--- config.mk ---
export PLATFORM = sky130hd
export DESIGN_NAME = if_fetch_unit
export DESIGN_NICKNAME = d
export VERILOG_FILES = /design/src/rtl/if_fetch_unit_pkg.sv /design/src/rtl/if_fetch_unit_npc_calc.sv /design/src/rtl/if_fetch_unit.sv
export SDC_FILE = /design/constraint.sdc
export NUM_CORES = 1
export LEC_CHECK = 0
export ABC_CLOCK_PERIOD_IN_PS = 3300
export BUFFER_PORTS_ARGS = -buffer_cell sky130_fd_sc_hd__buf_2
export CELL_PAD_IN_SITES_DETAIL_PLACEMENT = 0
export CELL_PAD_IN_SITES_GLOBAL_PLACEMENT = 1
export CORE_MARGIN = 1
export CORE_UTILIZATION = 35
export DETAILED_ROUTE_END_ITERATION = 8
export PLACE_DENSITY_LB_ADDON = 0.1
export SYNTH_ARGS = -nofsm -noshare
export SYNTH_HDL_FRONTEND = slang
export SYNTH_SLANG_ARGS = --single-unit
--- constraint.sdc ---
create_clock -name i_clk -period 3.3 [get_ports i_clk]
set_input_delay 0.165 -clock i_clk [delete_from_list [all_inputs] [get_ports i_clk]]
set_output_delay 0.165 -clock i_clk [all_outputs]
set_load 0.01 [all_outputs]
--- src/rtl/if_fetch_unit_pkg.sv ---
// Shared definitions for the instruction-fetch stage: word width, reset PC,
// FSM state encoding and instruction field extraction helpers.
package if_fetch_unit_pkg;

  localparam int XLEN = 32;
  localparam logic [XLEN-1:0] RESET_PC_DEF = 32'h0000_0000;

  typedef enum logic [1:0] {
    S_FETCH = 2'd0,
    S_VALID = 2'd1,
    S_RETRY = 2'd2
  } fetch_state_t;

  function automatic logic [5:0] f_opcode(input logic [XLEN-1:0] inst);
    return inst[31:26];
  endfunction

  function automatic logic [15:0] f_imm(input logic [XLEN-1:0] inst);
    return inst[15:0];
  endfunction

  function automatic logic [25:0] f_target(input logic [XLEN-1:0] inst);
    return inst[25:0];
  endfunction

endpackage

--- src/rtl/if_fetch_unit_npc_calc.sv ---
// Next-PC selection for the held instruction: jr, then j/jal, then taken
// branch, otherwise fall-through to PC+4.
module if_fetch_unit_npc_calc
  import if_fetch_unit_pkg::*;
(
  input  logic [XLEN-1:0] i_pc_plus4,
  input  logic [XLEN-1:0] i_inst,
  input  logic            i_ct_jr,
  input  logic            i_ct_jump,
  input  logic            i_ct_branch,
  input  logic            i_alu_zero,
  input  logic [XLEN-1:0] i_rs_data,
  output logic [XLEN-1:0] o_npc,
  output logic            o_misalign
);

  logic [15:0]     w_imm;
  logic [25:0]     w_target;
  logic [XLEN-1:0] w_br_off;

  assign w_imm    = f_imm(i_inst);
  assign w_target = f_target(i_inst);
  assign w_br_off = {{14{w_imm[15]}}, w_imm, 2'b00};

  always_comb begin
    o_npc      = i_pc_plus4;
    o_misalign = 1'b0;
    if (i_ct_jr) begin
      o_npc      = {i_rs_data[31:2], 2'b00};
      o_misalign = |i_rs_data[1:0];
    end else if (i_ct_jump) begin
      o_npc = {i_pc_plus4[31:28], w_target, 2'b00};
    end else if (i_ct_branch && i_alu_zero) begin
      o_npc = i_pc_plus4 + w_br_off;
    end
  end

endmodule

--- src/rtl/if_fetch_unit.sv ---
// Instruction-fetch stage: owns the PC, issues single-beat memory requests
// with timeout/retry, and holds the fetched word for decode until accepted.
module if_fetch_unit
  import if_fetch_unit_pkg::*;
#(
  parameter logic [XLEN-1:0] RESET_PC = RESET_PC_DEF,
  parameter int              TIMEOUT  = 16,
  parameter int              CNT_W    = 5
) (
  input  logic            i_clk,
  input  logic            i_rst_n,
  output logic            o_im_req,
  output logic [XLEN-1:0] o_im_addr,
  input  logic            i_im_ack,
  input  logic [XLEN-1:0] i_im_rdata,
  output logic            o_inst_valid,
  input  logic            i_inst_ready,
  output logic [XLEN-1:0] o_inst_out,
  output logic [XLEN-1:0] o_inst_pc,
  output logic [XLEN-1:0] o_pc_plus4,
  input  logic            i_ct_branch,
  input  logic            i_alu_zero,
  input  logic            i_ct_jump,
  input  logic            i_ct_jr,
  input  logic [XLEN-1:0] i_rs_data,
  output logic            o_fetch_err,
  output logic            o_addr_err
);

  fetch_state_t    r_state, w_state_next;
  logic            r_req;
  logic [CNT_W-1:0] r_cnt;
  logic [XLEN-1:0] r_pc, r_inst, r_inst_pc;
  logic            r_fetch_err, r_addr_err;

  logic            w_ack, w_timeout, w_handoff, w_misalign;
  logic [XLEN-1:0] w_pc_plus4, w_npc;

  // r_req is only ever set while the FSM sits in FETCH, so it doubles as the
  // "request is live" qualifier; acks seen without it are stale and dropped.
  assign w_ack      = r_req & i_im_ack;
  assign w_timeout  = r_req & ~i_im_ack & (r_cnt == CNT_W'(TIMEOUT - 1));
  assign w_handoff  = (r_state == S_VALID) & i_inst_ready;
  assign w_pc_plus4 = r_inst_pc + 32'd4;

  if_fetch_unit_npc_calc u_npc_calc (
    .i_pc_plus4  (w_pc_plus4),
    .i_inst      (r_inst),
    .i_ct_jr     (i_ct_jr),
    .i_ct_jump   (i_ct_jump),
    .i_ct_branch (i_ct_branch),
    .i_alu_zero  (i_alu_zero),
    .i_rs_data   (i_rs_data),
    .o_npc       (w_npc),
    .o_misalign  (w_misalign)
  );

  always_comb begin
    w_state_next = r_state;
    case (r_state)
      S_FETCH: begin
        if (w_ack) begin
          w_state_next = S_VALID;
        end else if (w_timeout) begin
          w_state_next = S_RETRY;
        end
      end
      S_VALID: if (i_inst_ready) w_state_next = S_FETCH;
      S_RETRY: w_state_next = S_FETCH;
      default: w_state_next = S_FETCH;
    endcase
  end

  always_ff @(posedge i_clk or negedge i_rst_n) begin
    if (!i_rst_n) begin
      r_state <= S_FETCH;
      r_req   <= 1'b0;
    end else begin
      r_state <= w_state_next;
      r_req   <= (w_state_next == S_FETCH);
    end
  end

  always_ff @(posedge i_clk or negedge i_rst_n) begin
    if (!i_rst_n) begin
      r_cnt <= '0;
    end else if (r_req && !w_ack && !w_timeout) begin
      r_cnt <= r_cnt + 1'b1;
    end else begin
      r_cnt <= '0;
    end
  end

  always_ff @(posedge i_clk or negedge i_rst_n) begin
    if (!i_rst_n) begin
      r_pc        <= RESET_PC;
      r_inst      <= '0;
      r_inst_pc   <= '0;
      r_fetch_err <= 1'b0;
      r_addr_err  <= 1'b0;
    end else begin
      r_fetch_err <= w_timeout;
      if (w_ack) begin
        r_inst    <= i_im_rdata;
        r_inst_pc <= r_pc;
      end
      if (w_handoff) begin
        r_pc <= w_npc;
        if (w_misalign) r_addr_err <= 1'b1;
      end
    end
  end

  assign o_im_req     = r_req;
  assign o_im_addr    = r_pc;
  assign o_inst_valid = (r_state == S_VALID);
  assign o_inst_out   = r_inst;
  assign o_inst_pc    = r_inst_pc;
  assign o_pc_plus4   = w_pc_plus4;
  assign o_fetch_err  = r_fetch_err;
  assign o_addr_err   = r_addr_err;

endmodule

# Word level (Yosys, flattened, before mapping)
# Cells that the tools add are included.
word_totals:
  mem_count: 0
  ff_bits: 106
  ramBits: 0
  mem_bits_ro: 0
  latchBits: 0
  word_cells: 36
op_classes:
  n_div: 0
  n_reduce_logical: 9
  addsub: 3
  mul: 0
  n_eq_ne: 2
  n_shift: 0
  n_lt_le_gt_ge: 0
  n_bitwise: 5
  n_mux: 9
op_table:
  columns: ["cell", "count"]
  rows:
  - ["32-bit two-way mux", 3]
  - ["32-bit by 3-bit adder with 32-bit output (second input constant)", 1]
  - ["32-bit adder", 1]
  - ["2-bit two-way mux", 3]
  - ["5-bit by 1-bit adder with 5-bit output (second input constant)", 1]
  - ["5-bit by 4-bit == test with 1-bit output (second input constant)", 1]
  - ["5-bit two-way mux", 1]
  - ["1-bit AND", 4]
  - ["2-bit zero test", 2]
  - ["2-bit one-hot mux with 2 select lines", 1]
  - ["1-bit logical AND", 3]
  - ["2-bit by 1-bit == test with 1-bit output (second input constant)", 1]
  - ["1-bit zero test", 2]
  - ["2-bit AND reduction", 1]
  - ["2-bit OR reduction", 1]
  - ["1-bit two-way mux", 1]
  - ["1-bit inverter", 1]

# Depth between registers and ports, before layout
# Gate-level depths: netlist of run 1.
depth:
  word_depth: 7
  depth_mapped: 17
  ltp_nobuf: 16

# Cells and area by module
# Synthesis of run 1 repeated with hierarchy kept, for this count alone.
hier_totals:
  hier_cells: 682
  area_unflattened_um2: 6852.8
by_module_without_submodules:
  columns: ["module", "cells_per_inst", "n_inst", "area_per_inst_um2", "seq_area_each_um2"]
  rows:
  - ["if_fetch_unit", 328, 1, 4566.9, 2652.5]
  - ["if_fetch_unit_npc_calc", 354, 1, 2285.9, 0.0]

# Worst setup path after synthesis of run 1
# OpenSTA, ideal clock, no wires.
synth_timing:
  path_kind: "reg-to-reg"
  startpoint: "register r_inst_pc[11], in the netlist o_inst_pc[11]"
  endpoint: "register r_pc[31], in the netlist o_im_addr[31]"
  t_required_ns: 3.196
  arrival_time_ns: 3.737
  slack_ns: -0.541
  n_path_buf: 0
  path_stages_with_launch: 16
  cell_sequence: "dfrtp_1 > and3_1 > nand4_2 > nor4_4 > and3_1 > and3_1 > xor2_1 > ha_1 > a21o_1 > a21o_1 > o41ai_1 > nand2_1 > o21ai_1 > mux2i_1 > xnor2_1 > o311ai_1"
synth_via:
  elab_chain_cells: 5
synth_lines:
  columns: ["item", "line", "rtl"]
  rows:
  - ["from (decl)", "if_fetch_unit.sv:33", "logic [XLEN-1:0] r_pc, r_inst, r_inst_pc;"]
  - ["from (signal assigned)", "if_fetch_unit.sv:105", "r_inst_pc <= r_pc;"]
  - ["32-bit by 3-bit adder with 32-bit output", "if_fetch_unit.sv:44", "assign w_pc_plus4 = r_inst_pc + 32'd4;"]
  - ["named net o_pc_plus4[27]", "if_fetch_unit.sv:20", "output logic [XLEN-1:0] o_pc_plus4,"]
  - ["32-bit adder", "if_fetch_unit_npc_calc.sv:34", "o_npc = i_pc_plus4 + w_br_off;"]
  - ["32-bit two-way mux", "if_fetch_unit_npc_calc.sv:33", "end else if (i_ct_branch && i_alu_zero) begin"]
  - ["32-bit two-way mux", "if_fetch_unit_npc_calc.sv:31", "end else if (i_ct_jump) begin"]
  - ["32-bit two-way mux", "if_fetch_unit_npc_calc.sv:28", "if (i_ct_jr) begin"]
  - ["to (signal assigned)", "if_fetch_unit.sv:108", "r_pc <= w_npc;"]
  - ["to (decl)", "if_fetch_unit.sv:33", null]
# The timed path passes the listed nets, and every way through them passes these cells.
# A chain may end at the register's enable or synchronous reset.

# Final worst setup path of run 1
layout_timing:
  startpoint: "register r_inst_pc[12], in the netlist o_inst_pc[12]"
  endpoint: "register r_pc[31], in the netlist o_im_addr[31]"
layout_via:
  elab_chain_cells: 5
layout_lines:
  columns: ["item", "line"]
  rows:
  - ["32-bit by 3-bit adder with 32-bit output *", "if_fetch_unit.sv:44"]
  - ["32-bit adder", "if_fetch_unit_npc_calc.sv:34"]
  - ["32-bit two-way mux", "if_fetch_unit_npc_calc.sv:33"]
  - ["32-bit two-way mux *", "if_fetch_unit_npc_calc.sv:31"]
  - ["32-bit two-way mux *", "if_fetch_unit_npc_calc.sv:28"]
# Every way passes the cells marked *; elsewhere a longest branch is shown, timed or not.

==> impl_metrics.json, run 1 <==
{
  "status": "finished with violations",
  "failed_checks": "negative setup slack",
  "synthCells": 728,
  "power_density_nw_per_um2": 1008,
  "htree_levels": 3,
  "n_fill_cell": 1740,
  "slowest_stage": "nor4_4",
  "finalCritPeriodShare_pct": 110.1,
  "setup_viol": 11,
  "pin_count": 204,
  "ys.flop_type": "dfrtp_1",
  "layout_min_cycle_time_ns": 3.634,
  "stdcell_count": 1341,
  "slowest_delay_ns": 0.41,
  "maxCapViolations": 0,
  "path_clk_slew_ns": 0.08,
  "grt_first_pass_wirelength_mm": 39.86,
  "dr.first_iter.drc_count": 260,
  "totalWireLength_mm": 25.55,
  "async_flop_share_pct": 100.0,
  "grt_max_degree": 68,
  "avgSynthCellArea_um2": 9.405,
  "cts_root_buffer": "clkbuf_16",
  "drc_errors": 0,
  "antenna_found_initial": 1,
  "clock-sinks": 106,
  "gr-max-usage-layer": "met2",
  "area_growth_pct": 50.57,
  "core_area_um2": 18960,
  "synth_top_area_cell": "dfrtp_1",
  "grt_pass1_vias": 6979,
  "synth.area.top_cells": "dfrtp_1 39%, mux2_2 11%, ha_1 6.9%",
  "crit_fanout": 6,
  "grtUsageMet3_pct": 4.590,
  "portBuffers": 203,
  "clock_path_buffers": 2,
  "critPathLaunchType": "register",
  "rsz0062_at_grt": "true",
  "die_area_um2": 20120,
  "grtUsageMet2_pct": 42.36,
  "start_util_pct": 36.12,
  "fmax_mhz": 275.2,
  "grt_use_total_pct": 26.03,
  "peakVddDrop_v": 0.0003869,
  "ys_ff_latch": 106,
  "grtUsageMet1_pct": 36.00,
  "cts_buffers": 9,
  "antenna_left": 0,
  "drive_above_1_share_pct": 50.37,
  "worstMarginPinSlew_ns": 1.051,
  "maxSlewHeadroom_pct": 29.95,
  "overflow": 0,
  "p_leak_nw": 4.982,
  "cp.required_ns": 3.56,
  "dpl.hpwl_mm": 19.05,
  "gp_congestion": 0.8652,
  "drtPass1Iterations": 5,
  "finalNetCount": 1186,
  "worst_ep_arrival_time_ns": 3.89,
  "crit_path_end_kind": "register",
  "worstPathCellList": "and3_4, nand4_4, nor4_4, and3_1, and3_4, xor2_4, ha_4, a21o_1, a21o_1, o41ai_4, o41ai_1, o21ai_1, mux2i_1, xnor2_1, o311ai_1",
  "num_vias": 6885,
  "synth_edf_count": 0,
  "die_w_um": 141.9,
  "cts_tree": "yes",
  "slew_violations": 0,
  "ys_types": 65,
  "synth_nets": 839,
  "die_h_um": 141.9,
  "dp.cells": 1299,
  "num_rows": 50,
  "ys_seq_area_share_pct": 38.74,
  "synth_area_um2": 6847,
  "synth_top_cell_area_share_pct": 38.74,
  "insertion_delay_ns": 0.36,
  "path_class": "register to register",
  "hold_violations": 0,
  "setup_ws_ns": -0.3338,
  "vias_per_cell": 5.134,
  "ys.warnings.count": 0,
  "fin_skew_ns": 0.01055,
  "wl_per_cell_um": 19.05,
  "hp-class": "input pin to register",
  "pre_cts_slack_ns": -0.4015
}
## flip-flops by register name, summed over array words and instances, names as in the netlist
signal,cells
o_im_addr,32
o_inst_out,32
o_inst_pc,32
r_cnt,5
r_state,2
o_addr_err,1
o_fetch_err,1
o_im_req,1
## synthesized netlist by cell type (3+ instances only)
| cell type | count |
|---|---|
| o21ai_0 | 32 |
| and3_1 | 15 |
| o41ai_1 | 3 |
| a21o_1 | 16 |
| mux2_2 | 65 |
| mux2i_1 | 4 |
| a31oi_1 | 7 |
| a221o_1 | 4 |
| nor2_1 | 68 |
| xor2_1 | 20 |
| a211oi_1 | 5 |
| xnor2_1 | 32 |
| o211ai_1 | 9 |
| nand4_1 | 9 |
| nand3_1 | 28 |
| o21a_1 | 6 |
| o21bai_1 | 3 |
| dfrtp_1 | 106 |
| or3_1 | 4 |
| and2_1 | 4 |
| ha_1 | 38 |
| inv_1 | 12 |
| a311oi_1 | 3 |
| nand2_1 | 80 |
| o21ai_1 | 5 |
| a21oi_1 | 58 |
| clkbuf_1 | 30 |
| nor3_1 | 6 |
| o22ai_1 | 9 |
## kinds of logic after synthesis
family          after synthesis  synth area share, %
simple gates                233                16.08
compound gates              181                17.07
flops                       106                38.74
mux                          69                11.28
xor+xnor                     53                6.890
buf+inv                      47                2.705
fa+ha+maj                    39                7.237
## worst max-delay path: cells and delay by family, from the launching register on
family / cells / cell delay (ns)
AO/OA/AOI/OAI: 6 / 1.23
XOR/XNOR: 2 / 0.27
adder cells (fa/ha/maj): 1 / 0.24
flip-flops: 1 / 0.36
multiplexers: 1 / 0.25
AND/OR/NAND/NOR: 5 / 1.17
## routing by layer
layer	up-vias	share of wire, %
li1	3329	-
met1	3354	47
met2	179	47
met3	23	5.1
met4	0	1.4
met5	-	0
## cells in the final DEF (no fill, tap or decap), types with 5 or more instances in the layout
| cell type | n |
|---|---|
| mux2_2 | 65 |
| nor2_1 | 60 |
| a21oi_4 | 5 |
| nand2_1 | 75 |
| xnor2_2 | 14 |
| clkbuf_16 | 9 |
| ha_1 | 27 |
| buf_2 | 202 |
| nand3_1 | 23 |
| inv_1 | 11 |
| nand4_1 | 9 |
| o211ai_1 | 9 |
| o21a_1 | 6 |
| nor3_1 | 6 |
| ha_4 | 8 |
| xor2_1 | 16 |
| buf_6 | 8 |
| buf_4 | 158 |
| o21ai_0 | 23 |
| dfrtp_1 | 105 |
| xnor2_1 | 18 |
| o22ai_1 | 8 |
| and3_1 | 11 |
| o21ai_1 | 10 |
| a21oi_1 | 45 |
| a21oi_2 | 10 |
| a31oi_1 | 7 |
| a21o_1 | 16 |
| nor2_2 | 7 |
## layout make-up
| class | instances | area (um2) | area share, % |
|---|---|---|---|
| Multi-Input combinational cell | 575 | 4612 | 44.74 |
| Inverter | 12 | 45.04 | 0.4369 |
| Antenna cell | 1 | 2.502 | 0.02427 |
| Clock inverter | 7 | 107.6 | 1.044 |
| Sequential cell | 106 | 2654 | 25.74 |
| Clock buffer | 9 | 225.2 | 2.185 |
| Tap cell | 260 | 325.3 | 3.156 |
| Timing Repair Buffer | 371 | 2337 | 22.67 |
## path summary, 6_finish.rpt
kind                                      from             end  slack, ns  cells past startpoint
min in group asynchronous              i_rst_n    o_im_addr[9]       0.32                      2
worst min register to register      r_state[1]      r_state[0]       0.47                      1
worst max register to register   o_inst_pc[12]   o_im_addr[31]      -0.33                     15
worst min-delay path            i_im_rdata[26]  o_inst_out[26]       0.03                      2
worst max-delay path             o_inst_pc[12]   o_im_addr[31]      -0.33                     15
max in group asynchronous              i_rst_n   o_im_addr[30]       2.20                      3
## power breakdown
part	internal (mW)	leakage (nW)	switching, mW
Sequential	1.73	1.28	0.421
Clock	0.619	0.160	0.592
Combinational	3.52	3.54	3.51
Total	5.87	4.98	4.53
## what timing repair did
item,CTS,global route
endpoints found under the setup margin,11,16
pin swaps,39,35
hold endpoints to repair,39,0
hold buffers,1,0
setup buffers,14,10
resized for setup,62,39
## through the flow
stage | total power [mW] | utilization [%] | instance area [um2] | TNS, ns | hold WS (ns)
2_1_floorplan | 5.365 | - | 6939 | -0.4321 | -0.1306
3_3_place_gp | 8.161 | 48.74 | 9239 | -0.9068 | 0.1747
3_5_place_dp | 8.197 | 48.74 | 9239 | -1.434 | 0.1895
4_1_cts | 9.991 | 52.84 | 10020 | -0.7469 | 0.01461
5_1_grt | 11.15 | 54.37 | 10310 | -3.703 | 0.02013
6_report | 10.39 | 54.38 | 10310 | -1.406 | 0.02797
(Power assumes the default switching activity.)
==> run 2: changes to the inputs <==
--- a/config.mk
+++ b/config.mk
@@ -5,12 +5,13 @@
 export SDC_FILE = /design/constraint.sdc
 export NUM_CORES = 1
 export LEC_CHECK = 0
-export ABC_CLOCK_PERIOD_IN_PS = 3300
+export ABC_AREA = 1
+export ABC_CLOCK_PERIOD_IN_PS = 4400
 export BUFFER_PORTS_ARGS = -buffer_cell sky130_fd_sc_hd__buf_2
 export CELL_PAD_IN_SITES_DETAIL_PLACEMENT = 0
 export CELL_PAD_IN_SITES_GLOBAL_PLACEMENT = 1
 export CORE_MARGIN = 1
-export CORE_UTILIZATION = 35
+export CORE_UTILIZATION = 41
 export DETAILED_ROUTE_END_ITERATION = 8
 export PLACE_DENSITY_LB_ADDON = 0.1
 export SYNTH_ARGS = -nofsm -noshare
==> constraint.sdc (replaced) <==
create_clock -name i_clk -period 4.4 [get_ports i_clk]
set_input_delay 0.22 -clock i_clk [delete_from_list [all_inputs] [get_ports i_clk]]
set_output_delay 0.22 -clock i_clk [all_outputs]
set_load 0.01 [all_outputs]
==> run 2 against run 1 <==
  * The flow now finishes without violations
  * Area after synthesis up 18%
  * Sequential power down 12%
  * Total power down 26%
  * Critical path depth up 4
  * Maximum frequency down 3.8%
  * Critical path type unchanged
  * Highest routed layer unchanged
==> impl_metrics.json, run 2 <==
{
  "status": "finished, final reports clean",
  "synth_nets": 1302,
  "area_growth_pct": 20.28,
  "dpl.hpwl_mm": 23.94,
  "endpoint": "o_im_addr[20]",
  "overflow": 0,
  "p_leak_nw": 5.355,
  "crit_fanout": 7,
  "slowest_delay_ns": 0.51,
  "start_util_pct": 42.45,
  "clock_path_buffers": 2,
  "cp.required_ns": 4.67,
  "pwr-share-clk_pct": 12.1,
  "wl_per_cell_um": 18.07,
  "r2r-end": "o_im_addr[20]",
  "grt_pass1_vias": 8101,
  "p_total_mw": 7.701,
  "die_area_um2": 20190,
  "antennaDiodeCount": 0,
  "power.share.combinational_pct": 63.3,
  "htree_levels": 3,
  "cts_root_buffer": "clkbuf_16",
  "worstMarginPinSlew_ns": 1.071,
  "finalInstanceArea_um2": 9678,
  "setup_viol": 0,
  "synth_edf_count": 0,
  "worstPathCellList": "ha_1, nand3_2, inv_2, nand2_2, nor2_1, xor2_1, inv_1, ha_1, nand2_1, nor2_1, inv_1, o21ai_0, inv_1, nand3_1, nand3_1, nand2_1, nand2_1, nand2_1, nand2_1",
  "stdcell_count": 1650,
  "pwr-share-seq_pct": 24.7,
  "postCtsSetupBuffers": 0,
  "synth_area_um2": 8046,
  "hold_violations": 0,
  "gr-max-usage-layer": "met2",
  "antenna_found_initial": 0,
  "worst_ep_arrival_time_ns": 4.05,
  "finalNetCount": 1496,
  "synth_top_cells_by_count": "378 x nand2_1, 171 x inv_1, 135 x nor2_1",
  "grt_max_degree": 74,
  "die_h_um": 142.1,
  "fmax_mhz": 264.7,
  "grtUsageMet3_pct": 5.922,
  "final_common_cell": "nand2_1",
  "dr.first_iter.drc_count": 604,
  "gp_congestion": 0.9652,
  "maxSlewHeadroom_pct": 28.35,
  "pin_count": 204,
  "multiInputGateArea_um2": 4588,
  "path_clk_slew_ns": 0.09,
  "ys_seq_area_share_pct": 32.97,
  "grt_first_pass_wirelength_mm": 45.83,
  "ys.warnings.count": 0,
  "cts_tree": "yes",
  "antenna_left": 0,
  "clock-sinks": 106,
  "n_fill_cell": 1996,
  "seq_area_um2": 2653,
  "slew_violations": 0,
  "num_rows": 50,
  "core_area_um2": 18960,
  "slowest_stage": "dfrtp_1",
  "path_class": "register to register",
  "grtUsageMet1_pct": 41.83,
  "num_vias": 8318,
  "ys.flop_type": "dfrtp_1",
  "drive_above_1_share_pct": 22.23,
  "holdWs_ns": 0.06729,
  "vias_per_cell": 5.041,
  "r2r_slack_ns": 0.62,
  "layout_min_cycle_time_ns": 3.777,
  "switching_share_pct": 53.90,
  "place_area_um2": 9330,
  "rsz0062_at_grt": "false",
  "synth.area.top_cells": "dfrtp_1 33%, nand2_1 18%, inv_1 8.0%",
  "die_w_um": 142.1,
  "pre_cts_slack_ns": 0.7312,
  "synth_top_cell_area_share_pct": 32.97,
  "totalWireLength_mm": 29.81,
  "crit_top_cell": "nand2_1",
  "grtUsageMet2_pct": 47.52,
  "fin_skew_ns": 0.01477,
  "layout_common_cells": "377 x nand2_1, 202 x buf_2, 171 x inv_1",
  "insertion_delay_ns": 0.37,
  "setup_ws_ns": 0.6225,
  "async_flop_share_pct": 100.0,
  "dp.cells": 1633,
  "cts_hold_buf": 1,
  "synth.most_common_cell": "nand2_1",
  "drtPass1Iterations": 5,
  "cell_internal_pwr_mw": 3.550,
  "worstPathBufferInverterCount": 4,
  "peakVddDrop_v": 0.0003989,
  "grt_use_total_pct": 30.44,
  "p_switching_mw": 4.151,
  "avgSynthCellArea_um2": 6.756,
  "tns_ns": 0,
  "cp.depth": 19,
  "maxCapViolations": 0,
  "hp-class": "input pin to register",
  "cts_resized": 0,
  "finalCritPeriodShare_pct": 85.85,
  "r2r_cells": 19,
  "utilization_pct": 51.06,
  "ys_types": 49,
  "critical_path.top_delay_family": "simple AND/OR/NAND/NOR gates",
  "critPathLaunchType": "register",
  "drc_errors": 0,
  "cp-startpoint": "o_inst_pc[2]",
  "power_density_nw_per_um2": 795.7,
  "synth_top_area_cell": "dfrtp_1",
  "rr_startpoint": "o_inst_pc[2]",
  "portBuffers": 203,
  "crit_path_end_kind": "register",
  "cts_buffers": 9,
  "synthCells": 1191,
  "ys_ff_latch": 106
}
==> run 2: layout make-up <==
| cell class | count | area share (%) |
|---|---|---|
| flip-flops and latches | 106 | 27.41 |
| repair buffers | 212 | 11.25 |
| clock inverters | 7 | 1.164 |
| well taps | 260 | 3.361 |
| inverters | 182 | 7.085 |
| clock buffers | 9 | 2.327 |
| multi-input cells | 874 | 47.41 |
==> run 2: how the worst min path moves through the flow <==
stage | start | to | cells past startpoint
floorplan | i_rst_n | o_addr_err | 0
global placement | i_rst_n | o_inst_out[31] | 1
detailed placement | i_rst_n | o_inst_out[31] | 1
CTS | i_im_rdata[13] | o_inst_out[13] | 2
global route | i_im_rdata[13] | o_inst_out[13] | 2
finish | i_im_rdata[13] | o_inst_out[13] | 2
==> run 2: metal layers <==
layer / vias to the layer above / wire [um]
met5: - / 0
met4: 0 / 864
met3: 45 / 1871
met2: 288 / 13280
met1: 3838 / 13800
li1: 4147 / -
==> run 2: logic make-up after synthesis <==
logic type	synth area share [%]
XOR/XNOR	1.959
AND/OR/NAND/NOR	34.66
buffers and inverters	10.11
AO/OA/AOI/OAI	9.252
adder cells (fa/ha/maj)	6.158
flip-flops	32.97
multiplexers	4.898
==> run 2: power by group through the flow <==
stage / Sequential (mW) / Combinational (mW) / Clock (mW)
floorplan: 1.94 / 2.98 / 0
global placement: 1.90 / 4.79 / 0
detailed placement: 1.91 / 4.80 / 0
CTS: 1.89 / 4.83 / 0.945
global route: 1.96 / 5.44 / 0.976
finish: 1.90 / 4.87 / 0.930
